[src/rtl/icache_refill_ctrl_if.sv]
// Read channel between the icache refill controller and the instruction-side AXI-style bus.
// The master side issues the request and the slave side returns the data beats.
interface icache_refill_ctrl_if;
    logic        rd_req;
    logic [31:0] rd_addr;
    logic [7:0]  rd_len;
    logic        rd_addr_ok;
    logic        rd_data_valid;
    logic [31:0] rd_data;
    logic        rd_last;

    modport master (
        output rd_req, rd_addr, rd_len,
        input  rd_addr_ok, rd_data_valid, rd_data, rd_last
    );

    modport slave (
        input  rd_req, rd_addr, rd_len,
        output rd_addr_ok, rd_data_valid, rd_data, rd_last
    );
endinterface

[src/rtl/icache_refill_ctrl.sv]
// Instruction-side miss sequencer: line refill by burst for cached misses, single beat for
// uncached fetches, with stall request and flush/branch kill of the pending response.
module icache_refill_ctrl #(
    parameter int LINE_WORDS = 8,
    parameter int TAG_W      = 20,
    localparam int OFF_W     = $clog2(LINE_WORDS),
    localparam int IDX_W     = 32 - TAG_W - OFF_W - 2
) (
    input  logic                 clk,
    input  logic                 rst,
    input  logic                 flush,
    input  logic                 br_e,
    input  logic                 miss_valid,
    input  logic                 miss_uncached,
    input  logic [31:0]          miss_addr,
    output logic                 stallreq,
    icache_refill_ctrl_if.master bus,
    output logic                 fill_we,
    output logic [IDX_W-1:0]     fill_index,
    output logic [OFF_W-1:0]     fill_word,
    output logic [31:0]          fill_data,
    output logic                 tag_we,
    output logic [TAG_W-1:0]     fill_tag,
    output logic                 resp_valid,
    output logic [31:0]          resp_inst
);

    typedef enum logic [1:0] {
        S_IDLE,
        S_REQ,
        S_RECV,
        S_DONE
    } state_e;

    state_e           state_q, state_d;
    logic [31:0]      addr_q, addr_d;
    logic             uncached_q, uncached_d;
    logic             kill_q, kill_d;
    logic [OFF_W-1:0] cnt_q, cnt_d;
    logic [31:0]      resp_inst_q, resp_inst_d;

    logic             abort;
    logic             accept;
    logic             beat;
    logic             hit_word;
    logic [31:0]      line_addr;

    assign abort     = flush | br_e;
    assign accept    = (state_q == S_IDLE) && miss_valid && !abort;
    assign beat      = (state_q == S_RECV) && bus.rd_data_valid;
    assign line_addr = {addr_q[31:OFF_W+2], {(OFF_W + 2){1'b0}}};
    assign hit_word  = uncached_q ? (cnt_q == '0) : (cnt_q == addr_q[OFF_W+1:2]);

    always_comb begin
        state_d     = state_q;
        addr_d      = addr_q;
        uncached_d  = uncached_q;
        kill_d      = kill_q;
        cnt_d       = cnt_q;
        resp_inst_d = resp_inst_q;
        case (state_q)
            S_IDLE: begin
                kill_d = 1'b0;
                if (accept) begin
                    addr_d     = miss_addr;
                    uncached_d = miss_uncached;
                    state_d    = S_REQ;
                end
            end
            S_REQ: begin
                if (abort) kill_d = 1'b1;
                if (bus.rd_addr_ok) begin
                    cnt_d   = '0;
                    state_d = S_RECV;
                end
            end
            S_RECV: begin
                if (abort) kill_d = 1'b1;
                if (beat) begin
                    if (hit_word) resp_inst_d = bus.rd_data;
                    if (cnt_q != OFF_W'(LINE_WORDS - 1)) cnt_d = cnt_q + 1'b1;
                    // A redirect on the final beat already makes the response stale.
                    if (bus.rd_last) begin
                        if (kill_q || abort) begin
                            kill_d  = 1'b0;
                            state_d = S_IDLE;
                        end else begin
                            state_d = S_DONE;
                        end
                    end
                end
            end
            S_DONE: begin
                kill_d  = 1'b0;
                state_d = S_IDLE;
            end
            default: state_d = S_IDLE;
        endcase
    end

    always_ff @(posedge clk) begin
        if (rst) begin
            state_q     <= S_IDLE;
            addr_q      <= '0;
            uncached_q  <= 1'b0;
            kill_q      <= 1'b0;
            cnt_q       <= '0;
            resp_inst_q <= '0;
        end else begin
            state_q     <= state_d;
            addr_q      <= addr_d;
            uncached_q  <= uncached_d;
            kill_q      <= kill_d;
            cnt_q       <= cnt_d;
            resp_inst_q <= resp_inst_d;
        end
    end

    // Outputs are forced quiet while rst is high so the pipeline sees no stall or write.
    always_comb begin
        stallreq    = 1'b0;
        bus.rd_req  = 1'b0;
        bus.rd_addr = '0;
        bus.rd_len  = '0;
        fill_we     = 1'b0;
        fill_index  = '0;
        fill_word   = '0;
        fill_data   = '0;
        tag_we      = 1'b0;
        fill_tag    = '0;
        resp_valid  = 1'b0;
        if (!rst) begin
            stallreq   = (state_q == S_REQ) || (state_q == S_RECV) || accept;
            bus.rd_req = (state_q == S_REQ);
            if (state_q == S_REQ) begin
                bus.rd_addr = uncached_q ? addr_q : line_addr;
                bus.rd_len  = uncached_q ? 8'd0 : 8'(LINE_WORDS - 1);
            end
            fill_we = beat && !uncached_q;
            tag_we  = fill_we && bus.rd_last;
            if (fill_we) begin
                fill_word  = cnt_q;
                fill_data  = bus.rd_data;
                fill_index = addr_q[31-TAG_W:OFF_W+2];
                fill_tag   = addr_q[31:32-TAG_W];
            end
            resp_valid = (state_q == S_DONE) && !abort;
        end
    end

    assign resp_inst = resp_inst_q;

endmodule

[src/flat_wrapper.sv]
// flat-port wrapper written by rule: the top's interface ports become plain ports
module icache_refill_ctrl_flat 
#(
    parameter int LINE_WORDS = 8,
    parameter int TAG_W      = 20,
    localparam int OFF_W     = $clog2(LINE_WORDS),
    localparam int IDX_W     = 32 - TAG_W - OFF_W - 2
)
  (clk, rst, flush, br_e, miss_valid, miss_uncached, miss_addr, stallreq, fill_we, fill_index, fill_word, fill_data, tag_we, fill_tag, resp_valid, resp_inst, bus_rd_req, bus_rd_addr, bus_rd_len, bus_rd_addr_ok, bus_rd_data_valid, bus_rd_data, bus_rd_last);
  icache_refill_ctrl_if bus_i ();
  input  logic clk;
  input  logic rst;
  input  logic flush;
  input  logic br_e;
  input  logic miss_valid;
  input  logic miss_uncached;
  input  logic [31:0] miss_addr;
  output logic stallreq;
  output logic fill_we;
  output logic [IDX_W-1:0] fill_index;
  output logic [OFF_W-1:0] fill_word;
  output logic [31:0] fill_data;
  output logic tag_we;
  output logic [TAG_W-1:0] fill_tag;
  output logic resp_valid;
  output logic [31:0] resp_inst;
  output wire logic [$bits(bus_i.rd_req)-1:0] bus_rd_req;
  output wire logic [$bits(bus_i.rd_addr)-1:0] bus_rd_addr;
  output wire logic [$bits(bus_i.rd_len)-1:0] bus_rd_len;
  input wire logic [$bits(bus_i.rd_addr_ok)-1:0] bus_rd_addr_ok;
  input wire logic [$bits(bus_i.rd_data_valid)-1:0] bus_rd_data_valid;
  input wire logic [$bits(bus_i.rd_data)-1:0] bus_rd_data;
  input wire logic [$bits(bus_i.rd_last)-1:0] bus_rd_last;
  assign bus_rd_req = bus_i.rd_req;
  assign bus_rd_addr = bus_i.rd_addr;
  assign bus_rd_len = bus_i.rd_len;
  assign bus_i.rd_addr_ok = bus_rd_addr_ok;
  assign bus_i.rd_data_valid = bus_rd_data_valid;
  assign bus_i.rd_data = bus_rd_data;
  assign bus_i.rd_last = bus_rd_last;
  icache_refill_ctrl #(.LINE_WORDS(LINE_WORDS), .TAG_W(TAG_W)) u_core (.clk(clk), .rst(rst), .flush(flush), .br_e(br_e), .miss_valid(miss_valid), .miss_uncached(miss_uncached), .miss_addr(miss_addr), .stallreq(stallreq), .bus(bus_i), .fill_we(fill_we), .fill_index(fill_index), .fill_word(fill_word), .fill_data(fill_data), .tag_we(tag_we), .fill_tag(fill_tag), .resp_valid(resp_valid), .resp_inst(resp_inst));
endmodule
[config.mk]
export PLATFORM = sky130hd
export DESIGN_NAME = icache_refill_ctrl_flat
export DESIGN_NICKNAME = d
export VERILOG_FILES = /design/src/rtl/icache_refill_ctrl_if.sv /design/src/rtl/icache_refill_ctrl.sv /design/src/flat_wrapper.sv
export SDC_FILE = /design/constraint.sdc
export NUM_CORES = 1
export LEC_CHECK = 0
export BUFFER_PORTS_ARGS = -buffer_cell sky130_fd_sc_hd__clkbuf_2
export CAP_MARGIN = 20
export CORE_MARGIN = 2
export CORE_UTILIZATION = 45
export CTS_CLUSTER_SIZE = 28
export DETAILED_ROUTE_END_ITERATION = 8
export GPL_ROUTABILITY_DRIVEN = 0
export PLACE_DENSITY = 0.89
export SETUP_SLACK_MARGIN = 0.02
export SLEW_MARGIN = 15
export SYNTH_ARGS = -nofsm -noshare
export SYNTH_HDL_FRONTEND = slang
export SYNTH_SLANG_ARGS = --single-unit
[constraint.sdc]
create_clock -name clk -period 2.2 [get_ports clk]
set_input_delay 0.11 -clock clk [delete_from_list [all_inputs] [get_ports clk]]
set_output_delay 0.11 -clock clk [all_outputs]
set_load 0.05 [all_outputs]
==> results of run 1 <==
==> logic make-up (layout without fill, tap and decap cells) <==
| group | after synthesis | count (layout) | share of synthesized area |
|---|---|---|---|
| AND/OR/NAND/NOR | 251 | 251 | 0.374 |
| flip-flops | 71 | 71 | 0.376 |
| buffers and inverters | 45 | 262 | 0.0608 |
| AO/OA/AOI/OAI | 42 | 42 | 0.0648 |
| multiplexers | 34 | 34 | 0.0902 |
| adder cells (fa/ha/maj) | 8 | 8 | 0.0264 |
| XOR/XNOR | 3 | 3 | 0.00694 |
| other | 1 | 5 | 0.000991 |
==> timing repair <==
action,4_1_cts,5_1_grt
hold endpoints to repair,30,0
hold buffers,30,0
gates resized for setup,0,96
endpoints found under the setup margin,0,59
==> how the worst min path moves through the flow <==
stage / start / endpoint / slack [ns] / cells after the start
after floorplan: miss_addr[0] / u_core.addr_q[0]$_SDFFE_PP0P_ / 0.25 / 2
after global placement: miss_addr[21] / u_core.addr_q[21]$_SDFFE_PP0P_ / 0.33 / 3
after detailed placement: miss_addr[10] / u_core.addr_q[10]$_SDFFE_PP0P_ / 0.34 / 3
after CTS: miss_addr[11] / u_core.addr_q[11]$_SDFFE_PP0P_ / 0.006 / 3
after global routing: miss_addr[18] / u_core.addr_q[18]$_SDFFE_PP0P_ / 0.02 / 3
final: miss_addr[18] / u_core.addr_q[18]$_SDFFE_PP0P_ / 0.03 / 3
==> critical path: cells and delay by family, from the launching register on <==
| kind | cells | cell delay [ns] |
|---|---|---|
| buf+inv | 3 | 0.60 |
| fa+ha+maj | 1 | 0.22 |
| simple gates | 3 | 0.45 |
| flops | 1 | 0.37 |
==> sequential cells by signal, indices dropped and copies added, names as in the netlist <==
register	cells
u_core.addr_q	32
u_core.resp_inst	32
u_core.cnt_q	3
u_core.state_q	2
u_core.kill_q	1
u_core.uncached_q	1
==> cell usage in the layout (no fill, tap or decap), types with 8 or more instances in the layout <==
cell type      count
clkbuf_2         138
and2_1            89
dfxtp_1           71
nand2_1           68
nand2b_1          66
a21oi_1           36
clkbuf_4          34
mux2i_1           33
dlygate4sd3_1     30
buf_2             23
buf_12            13
clkbuf_8          12
ha_1               8
==> layer usage <==
layer | vias to the layer above | share of wire | global-route usage
li1 | 1869 | - | -
met1 | 1816 | 0.40 | 0.274
met2 | 212 | 0.48 | 0.386
met3 | 39 | 0.088 | 0.0650
met4 | 0 | 0.035 | 0.112
met5 | - | 0 | 0
==> per-stage QoR <==
step / area, µm² / util / instances / setup WS [ns] / TNS, ns
final: 5610 / 0.687 / 781 / 0.116 / 0
after global routing: 5610 / 0.687 / 781 / 0.00502 / 0
after CTS: 5510 / 0.673 / 781 / 0.0280 / 0
after detailed placement: 5030 / 0.616 / 738 / 0.394 / 0
after global placement: 5030 / 0.616 / 738 / 0.479 / 0
after floorplan: 3810 / - / 459 / -0.139 / -0.279
==> where the power goes <==
part           internal (mW)  switching, mW  leakage [nW]
Sequential              1.36         0.0607         0.574
Clock                  0.482          0.441        0.0902
Combinational          0.371          0.609          2.17
Total                   2.21           1.11          2.83
==> layout make-up <==
type	count	area (µm²)	area share
multi-input combinational	343	2190	0.389
timing repair buffer	245	1690	0.301
sequential	71	1420	0.253
clock buffer	12	165	0.0294
tap	105	131	0.0234
inverter	4	15.0	0.00267
clock inverter	1	5.00	0.000892
==> metrics.cfg, run 1 <==
[worst_setup_path]
slowest_stage = dfxtp_1
cp.required_ns = 2.09
rr_worst_depth = 6
endpoint = fill_tag[7]
r2r_start = u_core.state_q[1]$_SDFFE_PP0P_
cp-end-kind = output pin
arrival_ns = 1.97
startpoint_type = register
rrSetupSlack_ns = 0.31
cp-startpoint = u_core.state_q[0]$_SDFFE_PP0P_
cpPeakStageDelay_ns = 0.37
critPathKind = register to output pin
worst_r2r_endpoint = u_core.addr_q[14]$_SDFFE_PP0P_
critPathMaxFanout = 31
crit_chain = inv_1 -> ha_1 -> nand2_4 -> nor3_4 -> buf_8 -> and2_1 -> buf_2

[clock_tree]
cts_tree = done
insertion_delay_ns = 0.33
htree_levels = 3
cts_root_buffer = clkbuf_8
numClockSinks = 71
clk_pin_slew_worst_paths_ns = 0.07
cts_max_path_buffers = 2
cts_setup_buffers = 0
cts-buffers-inserted = 9

[timing]
fin_crit_sh = 0.947
setup_violations = 0
finalCriticalPeriod_ns = 2.08
tightest_slew_ns = 0.598
max_slew_margin = 0.601
fmax_mhz = 480
fin_worst_skew_ns = 0.00899
finalHoldViolations = 0
grt_setup_unrepaired = true
hold_slack_ns = 0.0296
drv_slew = 0

[synth]
synth-seq-cells = 71
synth.avg_cell_area_um2 = 8.32
synth_area_leaders = dfxtp_1 (38%), and2_1 (15%), nand2b_1 (11%)
synth_edf_count = 0
synth_common_cells = and2_1 (89), dfxtp_1 (71), nand2_1 (68), nand2b_1 (66), a21oi_1 (36)
yosys_warnings = 0
synth_cells = 455
syn_area_mm2 = 0.00378
ys_types = 33
synth_seq_area_share = 0.376
yosysMostFrequentCell = and2_1
async_flop_share = 0
synth_top_area_frac = 0.376
synth_flop_cell = dfxtp_1
synth_top_area_cell = dfxtp_1

[floorplan]
fp.dieW_um = 95.7
fp-row-count = 33
fp.dieArea_mm2 = 0.00916
core-area_mm2 = 0.00818
initial_core_util = 0.463
pin_count = 212
die-height_um = 95.7

[global_route]
grt_pass1_wl_um = 16800
antenna_found_initial = 0
grt_usage = 0.232
grt_max_degree = 69
grt_pass1_vias = 3667
grt.overflow.total = 0

[finish]
area_growth_pct = 48.3
num_antenna_cells = 0
drive_gt1_frac = 0.355
nFillCells = 606
final_nets = 755

[power]
peakVddDrop_v = 0.000356
p_total_mw = 3.32
leakage_nw = 2.83
powerDensity_mw_per_mm2 = 592

[flow_run]
maxCapViolCount = 0

[route]
drt_iter0_markers = 125
via_count = 3936
drt_first_pass_iters = 4
drc = 0
routed_via_density = 5.04
postRouteAntennaNets = 0
drt_wl_total_um = 11200
wl_per_cell_um = 14.4

[outcome]
status = finished clean

[worst_hold_path]
hold_path_class = input port to register

[place]
hpwl_um = 7510
io_buffers = 206

Power figures use the tool's default switching activity.
==> run 2: changes to the inputs <==
- RECOVER_POWER: unset -> 100
==> run 2 against run 1 <==
Effect of this change: sequential share of layout area is 0.70 points higher; worst hold slack better by 0.0020 ns; final cell count stayed put; first-iteration DRC count is 3.2% higher; routed wire length is 0.54% higher; clock skew is 0.00088 ns higher; final area is 2.7% lower; sequential power hardly changed; worst setup slack worse by 0.0047 ns; via count is 0.66% lower; largest power group unchanged.
==> metrics.cfg, run 2 (synthesized netlist as in run 1, its figures left out) <==
[outcome]
status = finished clean

[place]
io_buffers = 206  ; unchanged
numPlacedInstances = 738  ; unchanged
placed_area_mm2 = 0.00503  ; unchanged
hpwl_um = 7510  ; unchanged
place_ws_ns = 0.394  ; unchanged

[power]
peakVddDrop_v = 0.000355  ; -0.26%
powerDensity_mw_per_mm2 = 604  ; +2.0%
p_total_mw = 3.30  ; -0.74%
leakage_nw = 2.67  ; -5.7%

[worst_hold_path]
hold_path_class = input port to register

[global_route]
grt.overflow.total = 0  ; unchanged
antenna_found_initial = 0  ; unchanged
grt_max_degree = 69  ; unchanged
grt_pass1_wl_um = 16800  ; unchanged
grt_pass1_vias = 3667  ; unchanged
grt_usage = 0.232  ; unchanged

[timing]
max_slew_margin = 0.578  ; -0.0232
finalCriticalPeriod_ns = 2.09  ; +0.00470 ns
setup_violations = 0  ; unchanged
fmax_mhz = 479  ; -0.23%
finalHoldViolations = 0  ; unchanged
layout_setup_ws_ns = 0.111  ; -0.00470 ns
grt_setup_unrepaired = true
drv_slew = 0  ; unchanged
fin_worst_skew_ns = 0.00987  ; +0.000877 ns
fin_crit_sh = 0.950  ; +0.00214
tightest_slew_ns = 0.636  ; +0.0383 ns

[clock_tree]
cts-buffers-inserted = 9  ; unchanged
numClockSinks = 71  ; unchanged
cts_max_path_buffers = 2  ; unchanged
htree_levels = 3  ; unchanged
cts_tree = done
insertion_delay_ns = 0.33  ; about the same
cts_root_buffer = clkbuf_8
cts_setup_buffers = 0  ; unchanged
clk_pin_slew_worst_paths_ns = 0.07  ; about the same

[route]
wl_per_cell_um = 14.5  ; +0.54%
via_count = 3910  ; -0.66%
drt_first_pass_iters = 4  ; unchanged
drt_iter0_markers = 129  ; +3.2%
postRouteAntennaNets = 0  ; unchanged
routed_via_density = 5.01  ; -0.66%
drc = 0  ; unchanged
drt_wl_total_um = 11300  ; +0.54%

[worst_setup_path]
worst_r2r_endpoint = u_core.resp_inst[6]$_SDFFE_PP0P_
cp-end-kind = register
rr_worst_depth = 7  ; +1
arrival_ns = 2.27  ; +0.30 ns
startpoint_type = register
cp.required_ns = 2.39  ; +0.30 ns
rrSetupSlack_ns = 0.11  ; -0.20 ns
endpoint = u_core.resp_inst[6]$_SDFFE_PP0P_
r2r_start = u_core.state_q[0]$_SDFFE_PP0P_
critPathMaxFanout = 32  ; +3.2%
cp-startpoint = u_core.state_q[0]$_SDFFE_PP0P_
critPathKind = register to register

[floorplan]
fp.dieArea_mm2 = 0.00916  ; unchanged
pin_count = 212  ; unchanged
fp.dieW_um = 95.7  ; unchanged
initial_core_util = 0.463  ; unchanged
fp-row-count = 33  ; unchanged
core-area_mm2 = 0.00818  ; unchanged
die-height_um = 95.7  ; unchanged

[finish]
nFillCells = 640  ; +5.6%
num_antenna_cells = 0  ; unchanged
drive_gt1_frac = 0.299  ; -0.0562
regArea_mm2 = 0.00142  ; unchanged
final_cell_mix = clkbuf_2 (118), dfxtp_1 (71), nand2_1 (68)
final_common_cell = clkbuf_2
final_nets = 755  ; unchanged
design_area_mm2 = 0.00546  ; -2.7%
area_growth_pct = 44.3
multi_input_area_mm2 = 0.00217  ; -0.74%
fin_cells = 781  ; unchanged

[flow_run]
maxCapViolCount = 0  ; unchanged

-- run 2: repair_timing --
| item | in CTS | in global routing |
|---|---|---|
| endpoints found under the hold margin | 30 | 0 |
| resized for setup | 0 | 96 |
| setup endpoints to repair | 0 | 59 |
| hold buffers | 30 | 0 |
-- run 2: critical path, stage by stage, from the launching register on --
cell and delay, ns:
dfxtp_1 0.37, inv_1 0.12, ha_1 0.21, nand2_4 0.10, nor4_2 0.42, a21oi_4 0.09
clkbuf_4 0.38, mux2i_1 0.22
-- run 2: worst min path at each step --
stage	start	endpoint	slack, ns	depth (start not counted)
3_5_place_dp	miss_addr[10]	u_core.addr_q[10]$_SDFFE_PP0P_	0.34	3
3_3_place_gp	miss_addr[21]	u_core.addr_q[21]$_SDFFE_PP0P_	0.33	3
6_report	miss_addr[18]	u_core.addr_q[18]$_SDFFE_PP0P_	0.03	3
5_1_grt	miss_addr[18]	u_core.addr_q[18]$_SDFFE_PP0P_	0.02	3
4_1_cts	miss_addr[11]	u_core.addr_q[11]$_SDFFE_PP0P_	0.006	3
2_1_floorplan	miss_addr[0]	u_core.addr_q[0]$_SDFFE_PP0P_	0.25	2
-- run 2: area by class of cell --
cell class	instances	area share
clock inverters	1	0.000916
repair buffers	245	0.285
flip-flops and latches	71	0.260
well taps	105	0.0241
inverters	4	0.00275
multi-input cells	343	0.397
clock buffers	12	0.0302
-- run 2: stage by stage --
step	util	setup TNS (ns)	hold slack, ns
after detailed placement	0.616	0	0.338
after global routing	0.668	0	0.0205
after CTS	0.673	0	0.00621
after global placement	0.616	0	0.332
after floorplan	-	-0.279	0.246
final	0.668	0	0.0316
-- run 2: power by group --
part	switching [mW]	internal [mW]
combinational	0.606	0.351
clock	0.440	0.482
sequential	0.0600	1.36
-- run 2: per-layer routing --
metal | vias up | global-route usage | wire length, µm
met1 | 1785 | 0.274 | 4420
met3 | 33 | 0.0650 | 1030
met2 | 223 | 0.386 | 5510
met4 | 0 | 0.112 | 350
li1 | 1869 | - | -
met5 | - | 0 | 0
